File: src/rtl/board_serializer.sv
// board_serializer: walks a latched nonogram board and emits fixed-format
// {flag, index, value} messages LSB-byte-first over a valid/ready byte port.
// Sequence: START{rows}, START{cols}, CELL messages (all, or filled only),
// then END{number of CELL messages}. Abort cuts the stream short after the
// message in flight.
module board_serializer #(
    parameter int                MAX_ROWS   = 11,
    parameter int                MAX_COLS   = 11,
    parameter int                FLAG_W     = 3,
    parameter int                INDEX_W    = 12,
    parameter logic [FLAG_W-1:0] START_FLAG = 3'b111,
    parameter logic [FLAG_W-1:0] CELL_FLAG  = 3'b101,
    parameter logic [FLAG_W-1:0] END_FLAG   = 3'b000
) (
    input  logic                           clk,
    input  logic                           rst,
    input  logic                           valid_in,
    input  logic                           sparse,
    input  logic                           abort,
    input  logic [MAX_ROWS*MAX_COLS-1:0]   solution,
    input  logic [$clog2(MAX_ROWS)-1:0]    m,
    input  logic [$clog2(MAX_COLS)-1:0]    n,
    output logic [7:0]                     byte_out,
    output logic                           byte_valid,
    input  logic                           byte_ready,
    output logic                           busy,
    output logic                           done
);

    localparam int MSG_W = FLAG_W + INDEX_W + 1;
    localparam int NB    = (MSG_W + 7) / 8;
    localparam int SW    = NB * 8;
    localparam int BW    = (NB > 1) ? $clog2(NB) : 1;
    localparam int RW    = $clog2(MAX_ROWS + 1);
    localparam int CW    = $clog2(MAX_COLS + 1);
    localparam int CELLS = MAX_ROWS * MAX_COLS;
    localparam int PW    = (CELLS > 1) ? $clog2(CELLS) : 1;

    typedef enum logic [2:0] {S_IDLE, S_BUILD, S_SEND, S_NEXT, S_FIN} state_t;
    typedef enum logic [1:0] {M_HDR_M, M_HDR_N, M_CELL, M_END} msg_t;

    state_t            state_reg, state_next;
    msg_t              sel_reg, sel_next;

    logic [CELLS-1:0]  sol_reg;
    logic [RW-1:0]     m_reg;
    logic [CW-1:0]     n_reg;
    logic              sparse_reg;

    logic [RW-1:0]     row_reg;
    logic [CW-1:0]     col_reg;
    logic [PW-1:0]     row_base_reg;     // row_reg * MAX_COLS, kept incrementally
    logic [INDEX_W-1:0] idx_reg;         // row_reg * n' + col_reg
    logic [INDEX_W-1:0] k_reg;           // CELL messages built so far
    logic              scan_done_reg;
    logic              abort_latch_reg;

    logic [SW-1:0]     shift_reg;
    logic [BW-1:0]     byte_cnt_reg;

    logic [RW-1:0]     m_clamp;
    logic [CW-1:0]     n_clamp;
    logic              accept;
    logic              handshake;
    logic              last_byte;
    logic              abort_eff;
    logic              step_scan;
    logic [PW-1:0]     cell_pos;
    logic              cur_bit;
    logic [FLAG_W-1:0] msg_flag;
    logic [INDEX_W-1:0] msg_index;
    logic              msg_value;
    logic [SW-1:0]     msg_word;
    logic [SW-1:0]     shifted;

    assign accept    = (state_reg == S_IDLE) && valid_in;
    assign handshake = (state_reg == S_SEND) && byte_valid && byte_ready;
    assign last_byte = (byte_cnt_reg == BW'(NB - 1));
    assign abort_eff = abort || abort_latch_reg;
    assign cell_pos  = row_base_reg + PW'(col_reg);
    assign cur_bit   = sol_reg[cell_pos];
    assign shifted   = shift_reg >> 8;
    assign busy      = (state_reg != S_IDLE);
    assign done      = (state_reg == S_FIN);

    // Clamp requested dimensions to the board size.
    always_comb begin
        m_clamp = RW'(m);
        n_clamp = CW'(n);
        if (32'(m) > 32'(MAX_ROWS)) m_clamp = RW'(MAX_ROWS);
        if (32'(n) > 32'(MAX_COLS)) n_clamp = CW'(MAX_COLS);
    end

    // Assemble the message selected by sel_reg (used in BUILD).
    always_comb begin
        msg_flag  = END_FLAG;
        msg_index = k_reg;
        msg_value = 1'b0;
        case (sel_reg)
            M_HDR_M: begin msg_flag = START_FLAG; msg_index = INDEX_W'(m_reg); end
            M_HDR_N: begin msg_flag = START_FLAG; msg_index = INDEX_W'(n_reg); end
            M_CELL:  begin msg_flag = CELL_FLAG;  msg_index = idx_reg; msg_value = cur_bit; end
            default: begin msg_flag = END_FLAG;   msg_index = k_reg; end
        endcase
        msg_word = SW'({msg_flag, msg_index, msg_value});
    end

    // Next-state and message-selection logic.
    always_comb begin
        state_next = state_reg;
        sel_next   = sel_reg;
        step_scan  = 1'b0;
        case (state_reg)
            S_IDLE: begin
                if (valid_in) begin
                    state_next = S_BUILD;
                    sel_next   = M_HDR_M;
                end
            end
            S_BUILD: begin
                state_next = S_SEND;
                // The cell being built is consumed; point at the next candidate.
                if (sel_reg == M_CELL) step_scan = 1'b1;
            end
            S_SEND: begin
                if (handshake && last_byte) state_next = S_NEXT;
            end
            S_NEXT: begin
                case (sel_reg)
                    M_HDR_M: begin
                        sel_next   = M_HDR_N;
                        state_next = S_BUILD;
                    end
                    M_END: begin
                        state_next = S_FIN;
                    end
                    default: begin
                        if (abort_eff || scan_done_reg) begin
                            sel_next   = M_END;
                            state_next = S_BUILD;
                        end else if (sparse_reg && !cur_bit) begin
                            // Skip an empty cell, one per cycle.
                            step_scan = 1'b1;
                        end else begin
                            sel_next   = M_CELL;
                            state_next = S_BUILD;
                        end
                    end
                endcase
            end
            S_FIN: begin
                state_next = S_IDLE;
            end
            default: state_next = S_IDLE;
        endcase
    end

    // FSM state and message selector registers.
    always_ff @(posedge clk or negedge rst) begin
        if (!rst) begin
            state_reg <= S_IDLE;
            sel_reg   <= M_HDR_M;
        end else begin
            state_reg <= state_next;
            sel_reg   <= sel_next;
        end
    end

    // Capture board and mode when a start is accepted.
    always_ff @(posedge clk or negedge rst) begin
        if (!rst) begin
            sol_reg    <= '0;
            m_reg      <= '0;
            n_reg      <= '0;
            sparse_reg <= 1'b0;
        end else if (accept) begin
            sol_reg    <= solution;
            m_reg      <= m_clamp;
            n_reg      <= n_clamp;
            sparse_reg <= sparse;
        end
    end

    // Row-major cell scan pointer and CELL message count.
    always_ff @(posedge clk or negedge rst) begin
        if (!rst) begin
            row_reg       <= '0;
            col_reg       <= '0;
            row_base_reg  <= '0;
            idx_reg       <= '0;
            k_reg         <= '0;
            scan_done_reg <= 1'b0;
        end else if (accept) begin
            row_reg       <= '0;
            col_reg       <= '0;
            row_base_reg  <= '0;
            idx_reg       <= '0;
            k_reg         <= '0;
            scan_done_reg <= (m_clamp == '0) || (n_clamp == '0);
        end else begin
            if ((state_reg == S_BUILD) && (sel_reg == M_CELL)) k_reg <= k_reg + 1'b1;
            if (step_scan) begin
                idx_reg <= idx_reg + 1'b1;
                if (col_reg == n_reg - CW'(1)) begin
                    col_reg      <= '0;
                    row_reg      <= row_reg + 1'b1;
                    row_base_reg <= row_base_reg + PW'(MAX_COLS);
                    if (row_reg == m_reg - RW'(1)) scan_done_reg <= 1'b1;
                end else begin
                    col_reg <= col_reg + 1'b1;
                end
            end
        end
    end

    // Remember an abort seen at any point of the run until the next start.
    always_ff @(posedge clk or negedge rst) begin
        if (!rst) begin
            abort_latch_reg <= 1'b0;
        end else if (accept) begin
            abort_latch_reg <= 1'b0;
        end else if (busy && abort) begin
            abort_latch_reg <= 1'b1;
        end
    end

    // Byte shifter and registered valid/ready output port.
    always_ff @(posedge clk or negedge rst) begin
        if (!rst) begin
            shift_reg    <= '0;
            byte_cnt_reg <= '0;
            byte_out     <= '0;
            byte_valid   <= 1'b0;
        end else if (state_reg == S_BUILD) begin
            shift_reg    <= msg_word;
            byte_out     <= msg_word[7:0];
            byte_valid   <= 1'b1;
            byte_cnt_reg <= '0;
        end else if (handshake) begin
            if (last_byte) begin
                byte_valid <= 1'b0;
            end else begin
                shift_reg    <= shifted;
                byte_out     <= shifted[7:0];
                byte_cnt_reg <= byte_cnt_reg + 1'b1;
            end
        end
    end

endmodule

File: config.mk
export PLATFORM = sky130hd
export DESIGN_NAME = board_serializer
export DESIGN_NICKNAME = d
export VERILOG_FILES = /design/src/rtl/board_serializer.sv
export SDC_FILE = /design/constraint.sdc
export NUM_CORES = 1
export LEC_CHECK = 0
export CORE_MARGIN = 8
export CORE_UTILIZATION = 55
export CTS_CLUSTER_SIZE = 14
export DETAILED_ROUTE_END_ITERATION = 8
export GPL_TIMING_DRIVEN = 0
export PLACE_DENSITY = 0.81
export RECOVER_POWER = 100
export SLEW_MARGIN = 20
export SYNTH_ARGS = -nofsm -noshare
export SYNTH_HDL_FRONTEND = slang
export SYNTH_SLANG_ARGS = --single-unit
File: constraint.sdc
create_clock -name clk -period 4.6 [get_ports clk]
set_input_delay 1.15 -clock clk [delete_from_list [all_inputs] [get_ports clk]]
set_output_delay 1.15 -clock clk [all_outputs]
set_load 0.03 [all_outputs]
### Word level (Yosys, flattened, before mapping)

Cells that the tools add are included.

* input port bits: 135
* output and inout bits: 11
* word-level logic and storage cells: 130
* register bits after elaboration: 202

* reductions and logical operators: 32
* eq/ne operators: 15
* muxes and demuxes: 54
* order comparisons: 3
* add/sub/neg operators: 9

Operators by type and width (number)
* $mux W12: 4
* $mux W16: 3
* $pmux W12 S3: 1
* $mux W4: 8
* $add A12 B1 Y12 const B: 2
* $mux W8: 3
* $mux W7: 3
* $mux W1: 18
* $reduce_bool A2 Y1: 8
* $mux W3: 4
* $pmux W3 S2: 2
* $pmux W3 S4: 1
* $add A4 B1 Y4 const B: 2
* $eq A4 B4 Y1: 2
* $gt A4 B4 Y1 const B: 2
* $logic_not A4 Y1: 2
* $lt A7 B8 Y1 const B: 1
* $pmux W2 S2: 2
* $sub A4 B1 Y4 const B: 2
* $add A7 B4 Y7: 1
* $add A7 B4 Y7 const B: 1
* $bmux W1 S7: 1
* $logic_and A1 B1 Y1: 7
* $eq A3 B2 Y1 const B: 2
* 20 further kinds: 31

### Longest topological paths before layout

Gate-level depths: netlist (run 1).

* word-level depth: 11
* depth in mapped cells: 15
* gate-level depth less buffers: 12

### Worst setup path after synthesis (run 1)

OpenSTA, ideal clock, no wires.

* path kind: reg2reg
* from: register col_reg[0]
* to: register row_base_reg[0]
* required time: 4475 ps
* arrival: 3448 ps
* library setup time: 125 ps
* cell stages (with the launch flop): 15
* path buffers: 4
* slack: 1027 ps
* period minus slack after synthesis: 3573 ps
* cells stage by stage: dfrtp_1 > ha_1 > inv_1 > fa_1 > buf_2 > buf_2 > buf_1 > mux4_2 > mux2i_1 > nand2_1 > a2111o_1 > a21oi_2 > buf_6 > o21ai_4 > mux2_4

* longest elaborated chain between the ends: 11
* elaborated cells on any way between the ends: 13
* classes of those cells: add/sub (1); eq/ne (1); mux (6); reduce/logical (5)

Ends and longest elaborated chain
* from (decl): line 51 `logic [CW-1:0] col_reg;`
* from (signal assigned): line 210 `col_reg <= col_reg + 1'b1;`
* $add A7 B4 Y7: line 80 `assign cell_pos = row_base_reg + PW'(col_reg);`
* $bmux W1 S7: line 81 `assign cur_bit = sol_reg[cell_pos];`
* $mux W1 (implied by the code): line 81
* $logic_not A1 Y1: line 141 `end else if (sparse_reg && !cur_bit) begin`
* $logic_and A1 B1 Y1: line 141
* $mux W1: line 141
* $mux W1: line 138 `if (abort_eff || scan_done_reg) begin`
* $mux W1: line 129 `case (sel_reg)`
* $pmux W1 S2: line 113 `case (state_reg)`
* $reduce_bool A2 Y1 (no line)
* $reduce_and A2 Y1 (no line) (*)
* to (signal assigned): line 207 `row_base_reg <= row_base_reg + PW'(MAX_COLS);`
* to (decl): line 52 `logic [PW-1:0] row_base_reg;`

Mark *: on every way between the ends. The rest lies on a longest branch, timed or not. The select of a mux whose other input is x is not followed.
A chain may end at the register's enable or synchronous reset.

### Worst setup path in the final report (run 1)

* from: register col_reg[0]
* to: register row_reg[0]

* longest elaborated chain between the ends: 11
* elaborated cells on any way between the ends: 13
* classes of those cells: add/sub (1); eq/ne (1); mux (6); reduce/logical (5)

Ends and longest elaborated chain
* $add A7 B4 Y7: line 80
* $bmux W1 S7: line 81
* $mux W1 (implied by the code): line 81
* $logic_not A1 Y1: line 141
* $logic_and A1 B1 Y1: line 141
* $mux W1: line 141
* $mux W1: line 138
* $mux W1: line 129
* $pmux W1 S2: line 113
* $reduce_bool A2 Y1 (no line)
* $reduce_and A2 Y1 (no line) (*)
* to (signal assigned): line 206 `row_reg <= row_reg + 1'b1;`
* to (decl): line 50 `logic [RW-1:0] row_reg;`

Marked as above.

==> qor.txt, run 1 <==
outcome: finished with violations
failing checks: max-capacitance violations, max-slew violations
Yosys top cell by area: dfrtp_1
worst clock skew: 0.0134 ns
Tot Pwr: 8.62 mW
DRT Pass-1 Iters: 7
Worst Hold Class: reg2reg
PD cells: 709 nW/µm²
CP max FO: 19
CTS Buffer Depth: 2
number of max-cap violations: 1
hold path start: sol_reg[77]
Die Area: 22400 µm²
minimum clock period: 4.36 ns
initial DRC count: 711
reg2reg end: row_reg[0]
ratio of cells with drive above 1 in the final layout: 6.77%
CP Launch Type: flop
CTS Sinks: 193
number of I/O pins: 146
Hold Crit Endpoint: sol_reg[77]
DRC viols: 0
Cells after Synth: 1063
post-synthesis sequential area ratio: 49.1%
IO Port Bufs: 145
Max H-tree Level: 4
Logic pwr share: 49.8%
Sequential Power Share: 33.0%
final antenna-violating net count: 0
Clk pin slew, worst setup/hold paths: 0.07 ns
worst-margin pin slew: 2.37 ns
fin crit share: 94.8%
Reg2Reg Setup Slack: 0.24 ns
kind of critical path: reg2reg
clock power share: 17.2%
Clock Tree Root: clkbuf_16
pins over their slew limit: 93
wire length of the first global-routing pass: 42.1 mm
placed inst area: 11600 µm²
P_sw: 3.56 mW
Crit path required time: 4.92 ns
vias: 8253
Critical Path End Type: flop
top_reg_cell synth: dfrtp_1
cells on worst reg2reg path: 15
Post-synth EDFFs: 0
Hold Fails Final Rpt: 0
Worst Slack Setup Final: 0.239 ns
VDD IR max: 395 µV
max reg flops: 121
fin nets: 1378
post_cts resized: 0
Post-Place Worst Slack: 0.244 ns
RSZ-0062 raised after global routing: no
Async S/R FF share, synth: 100%
placed instance count: 1438
synth warn: 0
largest net degree at the start of global routing: 102
GRT Total Usage: 23.8%
cell area after layout: 12200 µm²
Clock Latency Late Sink: 0.44 ns
CTS tree: yes
diodes inserted: 0
vias per cell: 5.62
Die X: 150 µm
Post-DP HPWL: 19.1 mm
Arr. time, crit path: 4.68 ns
P_int: 5.06 mW
WHS Path Cells: 2
mapped cell area: 9830 µm²
vias in the first global route: 8448
WL/cell: 17.7 µm
Rows: 49
sw frac: 41.3%
routability cong.: 0.838
setup violators final: 0
Syn Nets: 1214
fin cells: 1469
final core utilization: 68.6%
syn_area_per_cell: 9.24 µm²
Netlist cell types: 61
slew margin rel.: -58.3%
core area: 17700 µm²
grt total ovfl: 0
Area contributors post-synth: dfrtp_1 49%, nand2_1 16%, mux4_2 5.5%
area share of the largest cell type after synthesis: 49.1%
CTS Buf Count: 17
cts hold-fix bufs: 0
Area Overhead vs Synth: 23.7%
Leakage: 5.92 nW
setup TNS: 0 ns
worst flop-to-flop path startpoint: col_reg[0]
Post-Route WL: 26.0 mm
hold slack: 0.476 ns
Die Height: 150 µm
Fmax achieved: 229 MHz
number of synthesized register bits: 193
initial antenna violation count: 0
Initial Util: 55.5%
layer usage:
| metal | routed length, µm | global-route usage [%] | share of wire (%) | vias to the layer above |
|---|---|---|---|---|
| met1 | 10900 | 30.5 | 42 | 4020 |
| li1 | - | - | - | 3871 |
| met4 | 505 | 8.20 | 1.9 | 0 |
| met5 | 0 | 0 | 0 | - |
| met2 | 12900 | 39.5 | 50 | 316 |
| met3 | 1650 | 4.99 | 6.3 | 46 |
cell families after synthesis:
| logic type | synth area share [%] |
|---|---|
| mux | 11.8 |
| compound gates | 7.70 |
| fa+ha+maj | 2.11 |
| xor+xnor | 2.22 |
| simple gates | 23.0 |
| flops | 49.1 |
| buf+inv | 4.04 |
cell usage after synthesis (5+ instances only):
cell,n
and3_1,7
o21ai_0,35
a21oi_1,29
clkbuf_1,47
nand3_1,23
nor2_1,33
mux4_2,24
buf_4,10
mux2i_1,40
xor2_1,9
a211oi_1,8
xnor2_1,14
nor3_1,11
inv_1,23
a22oi_1,6
nand2_1,424
mux4_1,5
or3_1,6
nand2b_1,19
ha_1,15
dfrtp_1,193
buf_2,5
power by group through the flow:
stage	Sequential [mW]	Clock, mW	Combinational (mW)
finish	2.85	1.48	4.29
global route	2.92	1.56	4.66
CTS	2.83	1.49	4.32
detailed placement	2.85	0	4.28
global placement	2.81	0	4.14
floorplan	2.71	0	3.15
repair_timing:
item                       CTS  global route
setup endpoints to repair    0             2
buffers inserted             0             0
hold endpoints to repair     0             0
cell usage in the layout (no fill, tap or decap), drive strengths merged, types with 3 or more instances in the layout:
| cell type | count |
|---|---|
| nand2 | 424 |
| dfrtp | 193 |
| clkdlybuf4s50 | 131 |
| clkbuf | 69 |
| mux2i | 40 |
| o21ai | 37 |
| nor2 | 33 |
| a21oi | 30 |
| inv | 30 |
| mux4 | 29 |
| nand3 | 23 |
| nand2b | 19 |
| buf | 18 |
| ha | 15 |
| xnor2 | 15 |
| dlygate4sd3 | 13 |
| nor3 | 11 |
| xor2 | 9 |
| a211oi | 9 |
| and3 | 7 |
| mux2 | 7 |
| or3 | 6 |
| a22oi | 6 |
| a222oi | 4 |
| o22ai | 4 |
| o211ai | 4 |
| nor4 | 4 |
| o31ai | 3 |
| a221oi | 3 |
| and2 | 3 |
| nor2b | 3 |
| o2bb2ai | 3 |
| clkinv | 3 |
worst max-delay path by stage:
| stage | startpoint | endpoint | slack [ns] | cells after the start |
|---|---|---|---|---|
| after global placement | rst | sol_reg[16] | -5.56 | 1 |
| after CTS | col_reg[0] | row_base_reg[0] | 0.19 | 14 |
| after global routing | col_reg[0] | row_reg[0] | 0.06 | 15 |
| after floorplan | col_reg[0] | row_base_reg[0] | 1.03 | 14 |
| final | col_reg[0] | row_reg[0] | 0.24 | 15 |
| after detailed placement | col_reg[0] | row_base_reg[0] | 0.24 | 14 |
worst max-delay path: stages, from the launching register on:
cell and delay [ns]:
dfrtp_1 0.46, ha_1 0.22, inv_1 0.06, fa_1 0.47
buf_2 0.20, clkbuf_2 0.52, mux4_2 0.32, mux2i_1 0.10
o21ai_0 0.10, mux2i_1 0.09, o32ai_1 0.43, o311a_1 0.38
a21oi_2 0.10, buf_6 0.15, o21ai_4 0.28, mux2_1 0.36
area by class of cell:
type                            count  area [µm²]
Fill cell                        1319        5560
Sequential cell                   193        4830
Multi-Input combinational cell    780        4590
Timing Repair Buffer              146        1470
Clock buffer                       19         443
Buffer                             66         307
Tap cell                          229         287
Clock inverter                     13         140
Inverter                           23        86.3
Note: power is estimated with default switching activity, not from simulation.
==> inputs of run 2 (changes only) <==
Settings changed: PLACE_DENSITY 0.81 to 0.86.
==> run 2 against run 1 <==
  * Highest routed layer unchanged
  * Maximum frequency down 0.13%
  * Register-to-register slack about the same
  * Combinational power about the same
  * Clock power up 8%
  * Non-clock buffer count unchanged
  * The flow still finishes with violations (max-capacitance violations, max-slew violations)
  * Clock-buffer cell count down 1
  * Total power up 1.2%
  * Core utilization up 0.15 points
==> qor.txt, run 2 (synthesis gave the netlist of run 1 again) <==
failing checks: max-capacitance violations, max-slew violations (unchanged)
PD cells: 716 nW/µm² (was 709 nW/µm²)
final antenna-violating net count: 0 (unchanged)
outcome: finished with violations (unchanged)
Die Area: 22400 µm² (unchanged)
DRT Pass-1 Iters: 5 (was 7)
diodes inserted: 0 (unchanged)
most frequent cells in the layout: 424 x nand2_1, 193 x dfrtp_1, 131 x clkdlybuf4s50_1, 47 x clkbuf_1, 40 x mux2i_1 (was 424 x nand2_1, 193 x dfrtp_1, 131 x clkdlybuf4s50_1, 48 x clkbuf_1, 40 x mux2i_1)
slew margin rel.: -51.5% (was -58.3%)
grt total ovfl: 0 (unchanged)
core area: 17700 µm² (unchanged)
critical-path cell list: ha_1, inv_1, fa_1, buf_2, clkbuf_1, mux4_2, mux2i_1, a21oi_1, a2111o_1, a21oi_2, buf_6, o21ai_4, mux2_1 (was ha_1, inv_1, fa_1, buf_2, clkbuf_2, mux4_2, mux2i_1, o21ai_0, mux2i_1, o32ai_1, o311a_1, a21oi_2, buf_6, o21ai_4, mux2_1)
Clock Tree Root: clkbuf_16 (unchanged)
worst clock skew: 0.0132 ns (was 0.0134 ns)
crit path to: row_base_reg[0] (was row_reg[0])
Initial Util: 55.5% (unchanged)
Logic pwr share: 49.1% (was 49.8%)
slowest stage cell, crit path: clkbuf_1 (was clkbuf_2)
Crit path required time: 4.91 ns (was 4.92 ns)
Leakage: 5.93 nW (was 5.92 nW)
Critical Path End Type: flop (unchanged)
cts hold-fix bufs: 0 (unchanged)
post_cts resized: 0 (unchanged)
Clock Latency Late Sink: 0.44 ns (about the same)
kind of critical path: reg2reg (unchanged)
Rows: 49 (unchanged)
fin nets: 1378 (unchanged)
CTS Sinks: 193 (unchanged)
CP Launch Type: flop (unchanged)
hold slack: 0.474 ns (was 0.476 ns)
CTS Buf Count: 17 (unchanged)
Area Overhead vs Synth: 24.0% (was 23.7%)
Die X: 150 µm (unchanged)
Post-Route WL: 26.4 mm (was 26.0 mm)
fillers: 1312 (was 1319)
reg2reg end: row_base_reg[0] (was row_reg[0])
ratio of cells with drive above 1 in the final layout: 6.69% (was 6.77%)
pins over their slew limit: 91 (was 93)
number of max-cap violations: 1 (unchanged)
vias per cell: 5.68 (was 5.62)
fin cells: 1469 (unchanged)
DR top layer: met4 (unchanged)
IO Port Bufs: 145 (unchanged)
CP max FO: 10 (was 19)
WL met2: 13.1 mm (was 12.9 mm)
Worst Hold Class: reg2reg (unchanged)
WL/cell: 18.0 µm (was 17.7 µm)
minimum clock period: 4.37 ns (was 4.36 ns)
commonest non-fill, non-tap cell in the layout: nand2_1 (unchanged)
final core utilization: 68.8% (was 68.6%)
initial DRC count: 706 (was 711)
clock power share: 18.3% (was 17.2%)
initial antenna violation count: 0 (unchanged)
Crit path largest cell delay: 0.64 ns (was 0.52 ns)
cell area after layout: 12200 µm² (about the same)
multi-input logic area: 4580 µm² (was 4590 µm²)
DRC viols: 0 (unchanged)
VDD IR max: 371 µV (was 395 µV)
Reg area: 4830 µm² (unchanged)
Post-Place Worst Slack: 0.198 ns (was 0.244 ns)
setup TNS: 0 ns (unchanged)
CTS tree: yes (unchanged)
P_sw: 3.57 mW (was 3.56 mW)
worst-margin pin slew: 2.27 ns (was 2.37 ns)
Fmax achieved: 229 MHz (about the same)
start point of the critical path: col_reg[0] (unchanged)
Tot Pwr: 8.72 mW (was 8.62 mW)
Met3 Wirelength: 1.56 mm (was 1.65 mm)
routability cong.: 0.869 (was 0.838)
placed instance count: 1438 (unchanged)
setup violators final: 0 (unchanged)
Post-DP HPWL: 19.0 mm (was 19.1 mm)
Hold Fails Final Rpt: 0 (unchanged)
M1 WL: 10.9 mm (about the same)
Die Height: 150 µm (unchanged)
cells on worst reg2reg path: 13 (was 15)
wire length of the first global-routing pass: 43.4 mm (was 42.1 mm)
Sequential Power Share: 32.5% (was 33.0%)
vias in the first global route: 8832 (was 8448)
Reg2Reg Setup Slack: 0.23 ns (was 0.24 ns)
CTS Buffer Depth: 2 (unchanged)
placed inst area: 11600 µm² (unchanged)
Post CTS Setup Buffer Count: 0 (unchanged)
Worst Slack Setup Final: 0.233 ns (was 0.239 ns)
max reg flops: 121 (unchanged)
Max H-tree Level: 4 (unchanged)
RSZ-0062 raised after global routing: no (unchanged)
GRT Total Usage: 24.4% (was 23.8%)
number of I/O pins: 146 (unchanged)
largest net degree at the start of global routing: 105 (was 102)
Arr. time, crit path: 4.68 ns (about the same)
Clk pin slew, worst setup/hold paths: 0.07 ns (about the same)
P_int: 5.16 mW (was 5.06 mW)
vias: 8345 (was 8253)
worst flop-to-flop path startpoint: col_reg[0] (unchanged)
fin crit share: 94.9% (was 94.8%)
sw frac: 40.9% (was 41.3%)
==> run 2: cell count changes in the layout (fill, tap and decap cells not counted), sizes merged <==
cell and change:
buf -1, bufinv +2, clkinv +1, clkinvlp -1
inv -1
==> run 2: area by class of cell <==
cell class / instances / area share, %
sequential: 193 / 39.6
multi-input combinational: 780 / 37.6
timing repair buffer: 146 / 11.9
clock buffer: 18 / 3.60
buffer: 66 / 2.52
tap: 229 / 2.35
clock inverter: 14 / 1.62
inverter: 23 / 0.709
==> run 2: critical path, delay by kind of cell, from the launching register on <==
family | cells | cell delay, ns
buffers and inverters | 4 | 1.07
adder cells (fa/ha/maj) | 2 | 0.70
AO/OA/AOI/OAI | 4 | 0.94
flip-flops | 1 | 0.45
multiplexers | 3 | 1.07
==> run 2: worst min path at each step <==
stage	start	depth (start not counted)	to	slack, ns
after floorplan	sol_reg[30]	2	sol_reg[30]	0.44
after global placement	sol_reg[57]	2	sol_reg[57]	0.45
after detailed placement	sol_reg[29]	2	sol_reg[29]	0.46
after CTS	sol_reg[39]	2	sol_reg[39]	0.47
after global routing	sol_reg[39]	2	sol_reg[39]	0.49
final	sol_reg[40]	2	sol_reg[40]	0.47
==> run 2: power groups by stage <==
stage          clock, mW  sequential, mW  combinational (mW)
4_1_cts             1.60            2.83                4.34
5_1_grt             1.67            2.92                4.71
2_1_floorplan          0            2.71                3.15
6_report            1.60            2.84                4.29
3_3_place_gp           0            2.81                4.13
3_5_place_dp           0            2.85                4.27
==> run 2: layer usage <==
layer  GRT usage [%]  vias up
met5               0        -
met4            10.6        0
met2            41.1      303
met3            5.02       71
met1            29.9     4105
li1                -     3866
